## src/rtl/clock_pkg.sv

```systemverilog
// Shared types and constants for the clock's keypad/display scan logic.
package clock_pkg;

    typedef enum logic [1:0] {
        SCAN     = 2'd0,
        DEBOUNCE = 2'd1,
        PRESSED  = 2'd2,
        RELEASE  = 2'd3
    } kp_state_e;

    typedef logic [3:0] key_code_t;

    localparam int KP_ROWS = 4;
    localparam int KP_COLS = 4;
    localparam logic [3:0] ROW_IDLE = 4'b1110;

    // Index of the lowest bit that is 0; works for both active-low rows and columns.
    function automatic logic [1:0] lowIndex(input logic [3:0] v);
        if (!v[0])      return 2'd0;
        else if (!v[1]) return 2'd1;
        else if (!v[2]) return 2'd2;
        else            return 2'd3;
    endfunction

endpackage

```

## src/rtl/keypad_scanner_if.sv

```systemverilog
// Key event bus from the keypad scanner to the time/alarm setting logic.
import clock_pkg::*;

interface keypad_scanner_if;
    // KeyValid is a one-cycle strobe with no ready/back-pressure: the consumer
    // must take KeyCode in the cycle KeyValid is high; KeyCode holds between strobes.
    key_code_t KeyCode;
    logic      KeyValid;
    logic      KeyHeld;

    modport master (output KeyCode, output KeyValid, output KeyHeld);
    modport slave  (input  KeyCode, input  KeyValid, input  KeyHeld);
endinterface

```

## src/rtl/scan_tick_gen.sv

```systemverilog
// Free-running prescaler giving a one-cycle tick every DIV clocks; shared with the display scanner.
module scan_tick_gen #(
    parameter int DIV = 10
) (
    input  logic CLK,
    input  logic Rstn,
    output logic tick
);
    localparam int W = (DIV > 1) ? $clog2(DIV) : 1;

    logic [W-1:0] preCnt;

    assign tick = (preCnt == W'(DIV - 1));

    always_ff @(posedge CLK) begin
        if (!Rstn)     preCnt <= '0;
        else if (tick) preCnt <= '0;
        else           preCnt <= preCnt + 1'b1;
    end
endmodule

```

## src/rtl/keypad_scanner.sv

```systemverilog
// 4x4 keypad scanner: row scan, column sync, debounce, one strobe per press.
// Optional auto-repeat while held is enabled by defining KEY_REPEAT_EN.
import clock_pkg::*;

module keypad_scanner #(
    parameter int CLK_FREQ_HZ    = 50000000,
    parameter int SCAN_HZ        = 1000,
    parameter int DEBOUNCE_SCANS = 20,
    parameter int REPEAT_DELAY   = 500,
    parameter int REPEAT_PERIOD  = 100
) (
    input  logic                 CLK,
    input  logic                 Rstn,
    input  logic [KP_COLS-1:0]   Col_In,
    output logic [KP_ROWS-1:0]   Row_Out,
    keypad_scanner_if.master     keyBus,
    output kp_state_e            DbgState
);
    localparam int DIV = CLK_FREQ_HZ / SCAN_HZ;
    localparam int CW  = $clog2(DEBOUNCE_SCANS + 1);
    localparam logic [CW-1:0] DS  = CW'(DEBOUNCE_SCANS);
    localparam logic [CW-1:0] ONE = CW'(1);

    if (DIV < 2) begin : g_bad_div
        $error("keypad_scanner: CLK_FREQ_HZ/SCAN_HZ must be >= 2");
    end
    if (DEBOUNCE_SCANS < 1 || REPEAT_DELAY < 1 || REPEAT_PERIOD < 1) begin : g_bad_counts
        $error("keypad_scanner: debounce/repeat counts must be >= 1");
    end

    logic tick;
    scan_tick_gen #(.DIV(DIV)) u_tick (.CLK(CLK), .Rstn(Rstn), .tick(tick));

    logic [KP_COLS-1:0] sync1, sync2;
    kp_state_e          state, stateN;
    logic [KP_ROWS-1:0] rowQ, rowN;
    logic [CW-1:0]      cnt, cntN;
    key_code_t          cand, candN, code, codeN;
    logic               valid, validN, held, heldN;
    logic               accept, releaseDone;
    logic               anyLow;
    key_code_t          sampCode;
    logic [KP_ROWS-1:0] rowNext;

`ifdef KEY_REPEAT_EN
    localparam int RMAX = (REPEAT_DELAY > REPEAT_PERIOD) ? REPEAT_DELAY : REPEAT_PERIOD;
    localparam int RW   = $clog2(RMAX + 1);
    logic [RW-1:0] repCnt, repCntN;
    logic          repFirstDone, repFirstDoneN;
`endif

    assign anyLow   = (sync2 != '1);
    assign sampCode = {lowIndex(rowQ), lowIndex(sync2)};
    assign rowNext  = {rowQ[KP_ROWS-2:0], rowQ[KP_ROWS-1]};

    always_comb begin
        stateN      = state;
        rowN        = rowQ;
        cntN        = cnt;
        candN       = cand;
        codeN       = code;
        validN      = 1'b0;
        heldN       = held;
        accept      = 1'b0;
        releaseDone = 1'b0;
`ifdef KEY_REPEAT_EN
        repCntN       = repCnt;
        repFirstDoneN = repFirstDone;
`endif
        if (tick) begin
            case (state)
                SCAN: begin
                    if (!anyLow) begin
                        rowN = rowNext;
                    end else begin
                        candN  = sampCode;
                        cntN   = ONE;
                        stateN = DEBOUNCE;
                        accept = (ONE == DS);
                    end
                end
                DEBOUNCE: begin
                    // All-high drops back to SCAN on the same row, so the key is re-found next tick.
                    if (!anyLow) begin
                        stateN = SCAN;
                        cntN   = '0;
                    end else begin
                        if (sampCode == cand) begin
                            cntN = cnt + ONE;
                        end else begin
                            candN = sampCode;
                            cntN  = ONE;
                        end
                        accept = (cntN == DS);
                    end
                end
                PRESSED: begin
                    if (!anyLow) begin
                        cntN        = ONE;
                        stateN      = RELEASE;
                        releaseDone = (ONE == DS);
                    end else begin
`ifdef KEY_REPEAT_EN
                        repCntN = repCnt + 1'b1;
                        if (repCntN == (repFirstDone ? RW'(REPEAT_PERIOD) : RW'(REPEAT_DELAY))) begin
                            validN        = 1'b1;
                            repCntN       = '0;
                            repFirstDoneN = 1'b1;
                        end
`endif
                    end
                end
                RELEASE: begin
                    if (anyLow) begin
                        cntN   = '0;
                        stateN = PRESSED;
                    end else begin
                        cntN        = cnt + ONE;
                        releaseDone = (cntN == DS);
                    end
                end
                default: stateN = SCAN;
            endcase
        end

        if (accept) begin
            codeN  = candN;
            validN = 1'b1;
            heldN  = 1'b1;
            cntN   = '0;
            stateN = PRESSED;
`ifdef KEY_REPEAT_EN
            repCntN       = '0;
            repFirstDoneN = 1'b0;
`endif
        end
        if (releaseDone) begin
            heldN  = 1'b0;
            cntN   = '0;
            rowN   = rowNext;
            stateN = SCAN;
        end
    end

    always_ff @(posedge CLK) begin
        if (!Rstn) begin
            sync1 <= '1;
            sync2 <= '1;
            state <= SCAN;
            rowQ  <= ROW_IDLE;
            cnt   <= '0;
            cand  <= '0;
            code  <= '0;
            valid <= 1'b0;
            held  <= 1'b0;
        end else begin
            sync1 <= Col_In;
            sync2 <= sync1;
            state <= stateN;
            rowQ  <= rowN;
            cnt   <= cntN;
            cand  <= candN;
            code  <= codeN;
            valid <= validN;
            held  <= heldN;
        end
    end

`ifdef KEY_REPEAT_EN
    always_ff @(posedge CLK) begin
        if (!Rstn) begin
            repCnt       <= '0;
            repFirstDone <= 1'b0;
        end else begin
            repCnt       <= repCntN;
            repFirstDone <= repFirstDoneN;
        end
    end
`endif

    assign Row_Out         = rowQ;
    assign keyBus.KeyCode  = code;
    assign keyBus.KeyValid = valid;
    assign keyBus.KeyHeld  = held;
    assign DbgState        = state;
endmodule

```

## src/flat_wrapper.sv

```systemverilog
// flat-port wrapper written by rule: the top's interface ports become plain ports
module keypad_scanner_flat 
#(
    parameter int CLK_FREQ_HZ    = 50000000,
    parameter int SCAN_HZ        = 1000,
    parameter int DEBOUNCE_SCANS = 20,
    parameter int REPEAT_DELAY   = 500,
    parameter int REPEAT_PERIOD  = 100
)
  (CLK, Rstn, Col_In, Row_Out, DbgState, keyBus_KeyCode, keyBus_KeyValid, keyBus_KeyHeld);
  keypad_scanner_if keyBus_i ();
  input  logic CLK;
  input  logic Rstn;
  input  logic [KP_COLS-1:0] Col_In;
  output logic [KP_ROWS-1:0] Row_Out;
  output kp_state_e DbgState;
  output wire logic [$bits(keyBus_i.KeyCode)-1:0] keyBus_KeyCode;
  output wire logic [$bits(keyBus_i.KeyValid)-1:0] keyBus_KeyValid;
  output wire logic [$bits(keyBus_i.KeyHeld)-1:0] keyBus_KeyHeld;
  assign keyBus_KeyCode = keyBus_i.KeyCode;
  assign keyBus_KeyValid = keyBus_i.KeyValid;
  assign keyBus_KeyHeld = keyBus_i.KeyHeld;
  keypad_scanner #(.CLK_FREQ_HZ(CLK_FREQ_HZ), .SCAN_HZ(SCAN_HZ), .DEBOUNCE_SCANS(DEBOUNCE_SCANS), .REPEAT_DELAY(REPEAT_DELAY), .REPEAT_PERIOD(REPEAT_PERIOD)) u_core (.CLK(CLK), .Rstn(Rstn), .Col_In(Col_In), .Row_Out(Row_Out), .keyBus(keyBus_i), .DbgState(DbgState));
endmodule
```

## config.mk

```make
export PLATFORM = sky130hd
export DESIGN_NAME = keypad_scanner_flat
export DESIGN_NICKNAME = d
export VERILOG_FILES = /design/src/rtl/clock_pkg.sv /design/src/rtl/keypad_scanner_if.sv /design/src/rtl/scan_tick_gen.sv /design/src/rtl/keypad_scanner.sv /design/src/flat_wrapper.sv
export SDC_FILE = /design/constraint.sdc
export NUM_CORES = 1
export LEC_CHECK = 0
export BUFFER_PORTS_ARGS = -buffer_cell sky130_fd_sc_hd__buf_2
export CORE_ASPECT_RATIO = 2
export CORE_MARGIN = 2
export CORE_UTILIZATION = 59
export DETAILED_ROUTE_END_ITERATION = 8
export PLACE_DENSITY_LB_ADDON = 0.25
export SLEW_MARGIN = 20
export SYNTH_ARGS = -nofsm -noshare
export SYNTH_HDL_FRONTEND = slang
export SYNTH_HIERARCHICAL = 1
export SYNTH_SLANG_ARGS = --single-unit
```

## constraint.sdc

```tcl
create_clock -name CLK -period 3.2 [get_ports CLK]
set_clock_uncertainty 0.1 [all_clocks]
set_input_delay 0 -clock CLK [delete_from_list [all_inputs] [get_ports CLK]]
set_output_delay 0 -clock CLK [all_outputs]
set_load 0.01 [all_outputs]
```

==> results_dict.tcl, run 1 <==
set metrics [dict create \
    run_status "finished, violations left" \
    violations "negative hold slack" \
    setup_viol 0 \
    nets 265 \
    fin_util_pct 67.6 \
    tns_ns 0 \
    p_int_uw 839 \
    synth.distinct_cells 57 \
    cts_made_buffers 5 \
    layout-drive-gt1-share_pct 18.7 \
    drtPass1Iterations 7 \
    worst_pin_slew_ns 0.851 \
    io_buffers 17 \
    syn_area_per_cell_um2 9.33 \
    rrSetupSlack_ns 0.46 \
    initialDrtViolationCount 27 \
    grt_pass1_vias 1608 \
    fin_cells 306 \
    met1_length_um 1570 \
    grt_overflow 0 \
    synth_top_area_share_pct 40.9 \
    areaGrowthSynthToFinish_pct 10.7 \
    die_w_um 47.2 \
    fillCellCount 314 \
    wl_met2_um 2610 \
    hold_class "in -> reg" \
    mostFrequentLayoutCell "dfxtp_1" \
    crit_path_end_kind "register" \
    powerDensity_nw_per_um2 430 \
    final_cell_mix "45 x dfxtp_1, 22 x nor2_1, 19 x nand2_1" \
    r2r-start "u_core/u_tick/preCnt[0]$_SDFF_PP0_" \
    core_area_um2 3610 \
    rows 31 \
    r2r_end "u_core/cnt[1]$_SDFFE_PP0P_" \
    synth_flop_cell "dfxtp_1" \
    final_hold_viol_count 2 \
    syn_area_um2 2200 \
    crit_path_start_kind "register" \
    postRouteWirelength_um 4420 \
    cp_cell_sequence "ha_1 > and3_1 > nand4_2 > inv_1 > and2_1 > nand4_1 > o21ai_0 > a22oi_1 > nor2_1" \
    crit_start "u_core/u_tick/preCnt[0]$_SDFF_PP0_" \
    place_hpwl_um 3330 \
    p_clk_share_pct 41.5 \
    crit_path_end "u_core/cnt[1]$_SDFFE_PP0P_" \
    track_usage_pct 22.6 \
    top_layer_used "met4" \
    drc_errors 0 \
    leakagePower_uw 0.000894 \
    fin_crit_sh_pct 85.7 \
    avgViaCountPerCell 5.66 \
    ios 18 \
    clk_pin_slew_ns 0.08 \
    path_delay_family "compound AO/OA/AOI/OAI gates" \
    synth_seq_area_share_pct 40.9 \
    cts_resized 0 \
    clock_sinks 45 \
    rsz0062_at_grt "false" \
    critPathBufInv 1 \
    slowest_delay_ns 0.63 \
    slowest_stage "o21ai_0" \
    synth.area.top_cells "dfxtp_1 41%, xnor2_1 5.2%, nor2_1 3.8%" \
    cts_tree "done" \
    cts_buffer_depth 2 \
    netSwitchingPower_uw 210 \
    synth_edf_count 0 \
    r2r_cells 9 \
    grt_antenna_before_repair 0 \
    place_inst 294 \
    required_ns 3.33 \
    dieArea_um2 4270 \
    maxSlewViolCount 0 \
    cp.depth 9 \
    grt_max_degree 30 \
    switching_share_pct 20.0 \
    cp.arrival_ns 2.87 \
    htreeDepth 2 \
    path_class "reg -> reg" \
    ys_async_sr_fraction_pct 0 \
    synth_top_area_cell "dfxtp_1" \
    design_area_um2 2440 \
    yosys_warnings 6 \
    routed-via-count 1731 \
    fin_hold_ws_ns -0.00352 \
    dpl_cell_area_um2 2280 \
    antenna_left 0 \
    fmax_ghz 0.365 \
    synth.net_count 245 \
    diodes 0 \
    grt_pass1_wl_um 7030 \
    synth_seq_cells 45 \
    p_seq_share_pct 54.6 \
    wl_per_cell_um 14.4 \
    comb_power_share_pct 3.9 \
    synthCells 236 \
    die_y_um 90.4 \
    wl_met3_um 105 \
    cap_violations 0 \
    finalCriticalPeriod_ns 2.74 \
    initial_core_util_pct 61.0 \
    place_congestion 0.836 \
    cts_root_buf "clkbuf_8" \
    clock_latency_ns 0.29 \
    maxSlewHeadroom_pct 43.1 \
    worstPathMaxFanout 9 \
    peakVddDrop_mv 0.448 \
]
==> synth_stat cells, types with 3 or more instances <==
| master | instances |
|---|---|
| a21oi_1 | 5 |
| xor2_1 | 5 |
| dfxtp_1 | 45 |
| ha_1 | 3 |
| nor4_2 | 4 |
| xnor2_1 | 13 |
| nand3_1 | 11 |
| and2_1 | 5 |
| inv_1 | 7 |
| a21boi_0 | 3 |
| nand2b_1 | 12 |
| nor2_1 | 22 |
| nor2b_1 | 4 |
| nand2_1 | 19 |
| a31oi_1 | 3 |
| clkbuf_1 | 3 |
| nand4_1 | 4 |
| mux2i_1 | 5 |
| nor3_1 | 7 |
| o21ai_0 | 7 |
==> worst min-delay path by stage <==
stage / start / to / slack, ns / cells past startpoint
2_1_floorplan: Col_In[0] / u_core/sync1[0]$_SDFF_PN1_ / 0.001 / 1
3_5_place_dp: Col_In[2] / u_core/sync1[2]$_SDFF_PN1_ / 0.08 / 2
5_1_grt: Rstn / u_core/Row_Out[2]$_SDFFE_PN1P_ / 0.03 / 2
4_1_cts: Rstn / u_core/Row_Out[3]$_SDFFE_PN1P_ / 0.003 / 2
3_3_place_gp: Col_In[2] / u_core/sync1[2]$_SDFF_PN1_ / 0.08 / 2
6_report: Rstn / u_core/Row_Out[3]$_SDFFE_PN1P_ / -0.004 / 2
==> metrics by stage <==
stage               setup slack (ns)  hold WS (ns)  power (uW)
floorplan                      0.792       0.00147         614
global placement               0.589        0.0807         623
detailed placement             0.526        0.0841         624
CTS                            0.494       0.00293        1060
global route                   0.227        0.0258        1090
finish                         0.459      -0.00352        1050
==> power by group through the flow <==
stage	Sequential (uW)	Clock, uW	Combinational, uW
floorplan	585	0	28.8
global placement	586	0	36.8
detailed placement	586	0	37.3
CTS	573	446	41.2
global route	574	469	45.5
finish	573	435	40.7
==> sequential cells by signal (all words and copies together) (netlist names) <==
name,count
u_core/keyBus.KeyValid,1
u_core/u_tick/preCnt,16
u_core/Row_Out,4
u_core/sync2,4
u_core/keyBus.KeyHeld,1
u_core/keyBus.KeyCode,4
u_core/sync1,4
u_core/DbgState,2
u_core/cnt,5
u_core/cand,4
==> metal layers <==
layer	GRT usage, %	vias to the layer above
met3	3.20	11
li1	-	870
met2	41.8	34
met5	0	-
met4	10.6	0
met1	22.0	816
==> logic make-up (layout without fill, tap and decap cells) <==
kind of cell / Yosys count / in the layout / synth area share [%]
adder cells (fa/ha/maj): 3 / 3 / 1.70
XOR/XNOR: 18 / 18 / 7.16
buffers and inverters: 15 / 36 / 4.20
flip-flops: 45 / 45 / 40.9
AO/OA/AOI/OAI: 35 / 35 / 11.2
AND/OR/NAND/NOR: 115 / 115 / 32.6
multiplexers: 5 / 5 / 2.27
==> timing repair <==
action | 4_1_cts | 5_1_grt
hold buffers | 4 | 0
hold endpoints to repair | 4 | 0
buffers inserted | 0 | 0
==> area by class of cell <==
class	count	area (um2)	area share [%]
clock buffers	7	86.3	3.54
clock inverters	1	30.0	1.23
inverters	7	26.3	1.08
multi-input cells	176	1210	49.6
flip-flops and latches	45	901	36.9
well taps	49	61.3	2.51
repair buffers	21	125	5.13
Note: power is estimated with default switching activity, not from simulation.
==> inputs of run 2 (changes only) <==
- CORE_UTILIZATION: 59 -> 55
==> run 2 against run 1 <==
The flow now finishes without violations. Sequential power about the same. Clock power increased by 1%. Flip-flop and latch count is the same. Cell count increased by 0.98%. Sequential share of layout area is 0.19 points lower. Global-route usage is 2.4 points lower. Register-to-register slack lost 0.02 ns. Critical path depth did not move. Worst hold slack improved by 0.31 ns. Worst setup slack got worse by 0.016 ns. Total power grew 0.65%. Largest power group unchanged.
==> results_dict.tcl, run 2 (synthesized netlist as in run 1, its figures left out) <==
set metrics [dict create \
    run_status "completed" \
    mostFrequentLayoutCell "dfxtp_1" \
    routed-via-count 1718 \
    comb_power_share_pct 4.0 \
    cts_resized 0 \
    cap_violations 0 \
    final_cell_mix "45 x dfxtp_1, 22 x nor2_1, 19 x nand2_1" \
    fillCellCount 354 \
    nets 266 \
    die_w_um 48.7 \
    holdBufCountCts 5 \
    io_buffers 17 \
    path_class "reg -> reg" \
    maxSlewHeadroom_pct 42.8 \
    areaGrowthSynthToFinish_pct 11.3 \
    antenna_left 0 \
    largest_register_ff_count 16 \
    fmax_ghz 0.363 \
    avgViaCountPerCell 5.56 \
    reg_top3 "u_core/u_tick/preCnt x16, u_core/cnt x5" \
    cts_buffer_depth 2 \
    drc_errors 0 \
    track_usage_pct 20.2 \
    grt_max_degree 30 \
    peakVddDrop_mv 0.427 \
    core_area_um2 3840 \
    layout_setup_ws_ns 0.443 \
    netSwitchingPower_uw 216 \
    hold_start "u_core/sync1[2]$_SDFF_PN1_" \
    grt_pass1_wl_um 7140 \
    p_int_uw 840 \
    ios 18 \
    layout-drive-gt1-share_pct 18.6 \
    slowest_stage "nor4_4" \
    place_congestion 0.831 \
    p_clk_share_pct 41.7 \
    setup_viol 0 \
    place_ws_ns 0.498 \
    slowest_delay_ns 0.59 \
    htreeDepth 2 \
    cp_cell_sequence "ha_1 > and3_1 > nand4_2 > inv_1 > and2_1 > nand3_2 > nor4_4 > nor2_1 > a21o_2" \
    cts_tree "done" \
    path_delay_family "simple AND/OR/NAND/NOR gates" \
    maxSlewViolCount 0 \
    rsz0062_at_grt "false" \
    clk_pin_slew_ns 0.09 \
    crit_path_end_kind "register" \
    initial_core_util_pct 57.3 \
    tns_ns 0 \
    leakagePower_uw 0.000898 \
    dieArea_um2 4560 \
    cts_made_buffers 5 \
    post_cts.repair.setup_buffers 0 \
    final_hold_viol_count 0 \
    hold_class "reg -> reg" \
    powerDensity_nw_per_um2 431 \
    crit_start "u_core/u_tick/preCnt[0]$_SDFF_PP0_" \
    cts_root_buf "clkbuf_8" \
    crit_path_start_kind "register" \
    worstPathMaxFanout 9 \
    finalCriticalPeriod_ns 2.76 \
    grt_overflow 0 \
    switching_share_pct 20.5 \
    critPathBufInv 1 \
    diodes 0 \
    fin_crit_sh_pct 86.1 \
    grt_antenna_before_repair 0 \
    clock_latency_ns 0.30 \
    cp.arrival_ns 2.85 \
    worst_pin_slew_ns 0.856 \
    postRouteWirelength_um 4270 \
    grt_pass1_vias 1606 \
    r2r-start "u_core/u_tick/preCnt[0]$_SDFF_PP0_" \
    wl_per_cell_um 13.8 \
    p_seq_share_pct 54.3 \
    top_register "u_core/u_tick/preCnt" \
    clock_sinks 45 \
    required_ns 3.30 \
    initialDrtViolationCount 32 \
    place_hpwl_um 3150 \
    die_y_um 93.5 \
    rows 32 \
    drtPass1Iterations 4 \
]
-- run 2: final cells by class --
cell class	count	area, um2	area share, %
multi-input cells	176	1210	49.3
clock inverters	1	30.0	1.23
repair buffers	22	135	5.51
clock buffers	7	86.3	3.52
inverters	7	26.3	1.07
well taps	51	63.8	2.60
flip-flops and latches	45	901	36.8
-- run 2: metal layers --
metal / vias up / share of wire [%] / global-route usage, %
met5: - / 0 / 0
li1: 873 / - / -
met3: 12 / 3.0 / 3.99
met2: 31 / 55 / 38.0
met4: 0 / 3.0 / 10.5
met1: 802 / 39 / 20.3
-- run 2: worst paths after layout --
kind | end | slack (ns) | cells after the start
worst min-delay path | u_core/sync2[2]$_SDFF_PN1_ | 0.31 | 1
worst min register to register | u_core/sync2[2]$_SDFF_PN1_ | 0.31 | 1
worst max-delay path | u_core/keyBus.KeyCode[1]$_SDFFE_PN0P_ | 0.44 | 9
worst max register to register | u_core/keyBus.KeyCode[1]$_SDFFE_PN0P_ | 0.44 | 9
-- run 2: worst register-to-register path: stages (launching register included) --
cell	delay [ns]
dfxtp_1	0.40
ha_1	0.23
and3_1	0.24
nand4_2	0.14
inv_1	0.24
and2_1	0.26
nand3_2	0.15
nor4_4	0.59
nor2_1	0.10
a21o_2	0.21
-- run 2: metrics by stage --
stage / util, % / cells / instance area (um2) / power, uW / hold WS [ns]
floorplan: - / 236 / 2200 / 614 / 0.00147
global placement: 59.4 / 296 / 2280 / 623 / 0.0800
detailed placement: 59.4 / 296 / 2280 / 624 / 0.0838
CTS: 63.8 / 309 / 2450 / 1070 / 0.301
global route: 63.8 / 309 / 2450 / 1090 / 0.319
finish: 63.8 / 309 / 2450 / 1060 / 0.307
-- run 2: power by group through the flow --
stage / sequential (uW) / clock (uW) / combinational (uW)
CTS: 573 / 457 / 41.9
finish: 573 / 441 / 42.1
detailed placement: 586 / 0 / 37.2
global placement: 586 / 0 / 37.3
floorplan: 585 / 0 / 28.8
global route: 574 / 471 / 47.5
==> inputs of run 3 (changes only) <==
- CORE_UTILIZATION: 55 -> 45
==> run 3 against run 2 <==
Flip-flop and latch count unchanged. Core utilization decreased by 12 points. Critical path depth is the same. Sequential share of layout area down 0.15 points. Sequential power about the same. Combinational power is 2% lower. Cell count is 2.3% higher. Maximum frequency shrank 0.36%. Via count is 0.47% lower. Total power is 1.3% lower. Largest power group unchanged.
==> results_dict.tcl, run 3 (synthesized netlist as in run 1, its figures left out) <==
set metrics [dict create \
    rrSetupSlack_ns 0.43 \
    cts_buffer_depth 2 \
    slowest_stage "nor4_4" \
    ios 18 \
    maxSlewViolCount 0 \
    cp_cell_sequence "ha_1 > and3_1 > nand4_2 > inv_1 > and2_1 > nand3_2 > nor4_4 > mux2i_1 > nor2b_1" \
    post_cts.repair.setup_buffers 0 \
    hold_depth 1 \
    worst_pin_slew_ns 0.870 \
    rsz0062_at_grt "false" \
    path_class "reg -> reg" \
    htreeDepth 2 \
    drtPass1Iterations 4 \
    drc_errors 0 \
    slowest_delay_ns 0.57 \
    crit_path_start_kind "register" \
    core_area_um2 4770 \
    r2r-start "u_core/u_tick/preCnt[0]$_SDFF_PP0_" \
    whs_endpoint "u_core/sync2[3]$_SDFF_PN1_" \
    run_status "completed" \
    cts_tree "done" \
    die_w_um 53.5 \
    r2r_cells 9 \
    clock_latency_ns 0.30 \
    place_congestion 0.854 \
    postRouteWirelength_um 4120 \
    cts_root_buf "clkbuf_8" \
    reg_top3 "u_core/u_tick/preCnt x16, u_core/cnt x5" \
    hold_start "u_core/sync1[3]$_SDFF_PN1_" \
    mostFrequentLayoutCell "dfxtp_1" \
    fin_crit_sh_pct 86.5 \
    powerDensity_nw_per_um2 424 \
    cp.arrival_ns 2.86 \
    diodes 0 \
    routed-via-count 1710 \
    avgViaCountPerCell 5.41 \
    worstPathMaxFanout 9 \
    regArea_um2 901 \
    grt_overflow 0 \
    track_usage_pct 16.8 \
    initial_core_util_pct 46.1 \
    grt_antenna_before_repair 0 \
    fmax_ghz 0.361 \
    required_ns 3.29 \
    place_inst 303 \
    io_buffers 17 \
    fillCellCount 465 \
    fin_hold_ws_ns 0.311 \
    final_hold_viol_count 0 \
    cts_made_buffers 5 \
    grt_pass1_vias 1580 \
    path_delay_family "simple AND/OR/NAND/NOR gates" \
    initialDrtViolationCount 46 \
    hold_class "reg -> reg" \
    r2r_end "u_core/keyBus.KeyCode[2]$_SDFFE_PN0P_" \
    grt_max_degree 30 \
    cap_violations 0 \
    wl_per_cell_um 13.0 \
    maxSlewHeadroom_pct 41.8 \
    clock_sinks 45 \
    cp.depth 9 \
    finalCriticalPeriod_ns 2.77 \
    place_hpwl_um 2920 \
    leakagePower_uw 0.000901 \
    dieArea_um2 5500 \
    antenna_left 0 \
    rows 36 \
    clk_pin_slew_ns 0.08 \
    layout-drive-gt1-share_pct 18.9 \
    areaGrowthSynthToFinish_pct 11.8 \
    top_register "u_core/u_tick/preCnt" \
    final_cell_mix "45 x dfxtp_1, 22 x nor2_1, 19 x nand2_1" \
    peakVddDrop_mv 0.329 \
    die_y_um 103 \
    fin_cells 316 \
    setup_viol 0 \
    multi_input_area_um2 1210 \
    nets 267 \
    grt_pass1_wl_um 7000 \
    tns_ns 0 \
    crit_path_end_kind "register" \
    critPathBufInv 1 \
    largest_register_ff_count 16 \
]
run 3: how the worst max path moves through the flow:
stage,start,to,slack (ns)
2_1_floorplan,u_core/u_tick/preCnt[0]$_SDFF_PP0_,u_core/keyBus.KeyCode[0]$_SDFFE_PN0P_,0.79
3_3_place_gp,u_core/u_tick/preCnt[0]$_SDFF_PP0_,u_core/keyBus.KeyCode[2]$_SDFFE_PN0P_,0.58
3_5_place_dp,u_core/u_tick/preCnt[0]$_SDFF_PP0_,u_core/keyBus.KeyCode[2]$_SDFFE_PN0P_,0.44
4_1_cts,u_core/u_tick/preCnt[0]$_SDFF_PP0_,u_core/keyBus.KeyCode[2]$_SDFFE_PN0P_,0.43
5_1_grt,u_core/u_tick/preCnt[0]$_SDFF_PP0_,u_core/keyBus.KeyCode[2]$_SDFFE_PN0P_,0.14
6_report,u_core/u_tick/preCnt[0]$_SDFF_PP0_,u_core/keyBus.KeyCode[2]$_SDFFE_PN0P_,0.43
run 3: area by class of cell:
| cell class | count | area share, % |
|---|---|---|
| Timing Repair Buffer | 23 | 5.80 |
| Tap cell | 57 | 2.90 |
| Sequential cell | 45 | 36.6 |
| Multi-Input combinational cell | 176 | 49.1 |
| Clock inverter | 2 | 1.58 |
| Inverter | 7 | 1.07 |
| Clock buffer | 6 | 2.95 |
run 3: timing repair:
item	CTS	global route
hold buffers	5	0
gates resized for setup	0	0
endpoints found under the hold margin	5	0
run 3: routing by layer:
metal	up-vias	GRT usage, %	wire, um
li1	875	-	-
met1	794	22.0	1860
met2	33	26.2	2030
met3	8	3.48	135
met4	0	7.30	90
met5	-	0	0
run 3: power by group:
part	internal, uW	switching (uW)
clock	234	194
sequential	567	6.05
combinational	17.8	23.5
run 3: through the flow:
step	cell area [um2]	power (uW)	util [%]	worst slack, ns
after floorplan	2200	614	-	0.792
final	2460	1040	51.5	0.434
after CTS	2460	1060	51.5	0.431
after detailed placement	2300	623	48.2	0.444
after global routing	2460	1090	51.5	0.142
after global placement	2300	623	48.2	0.580
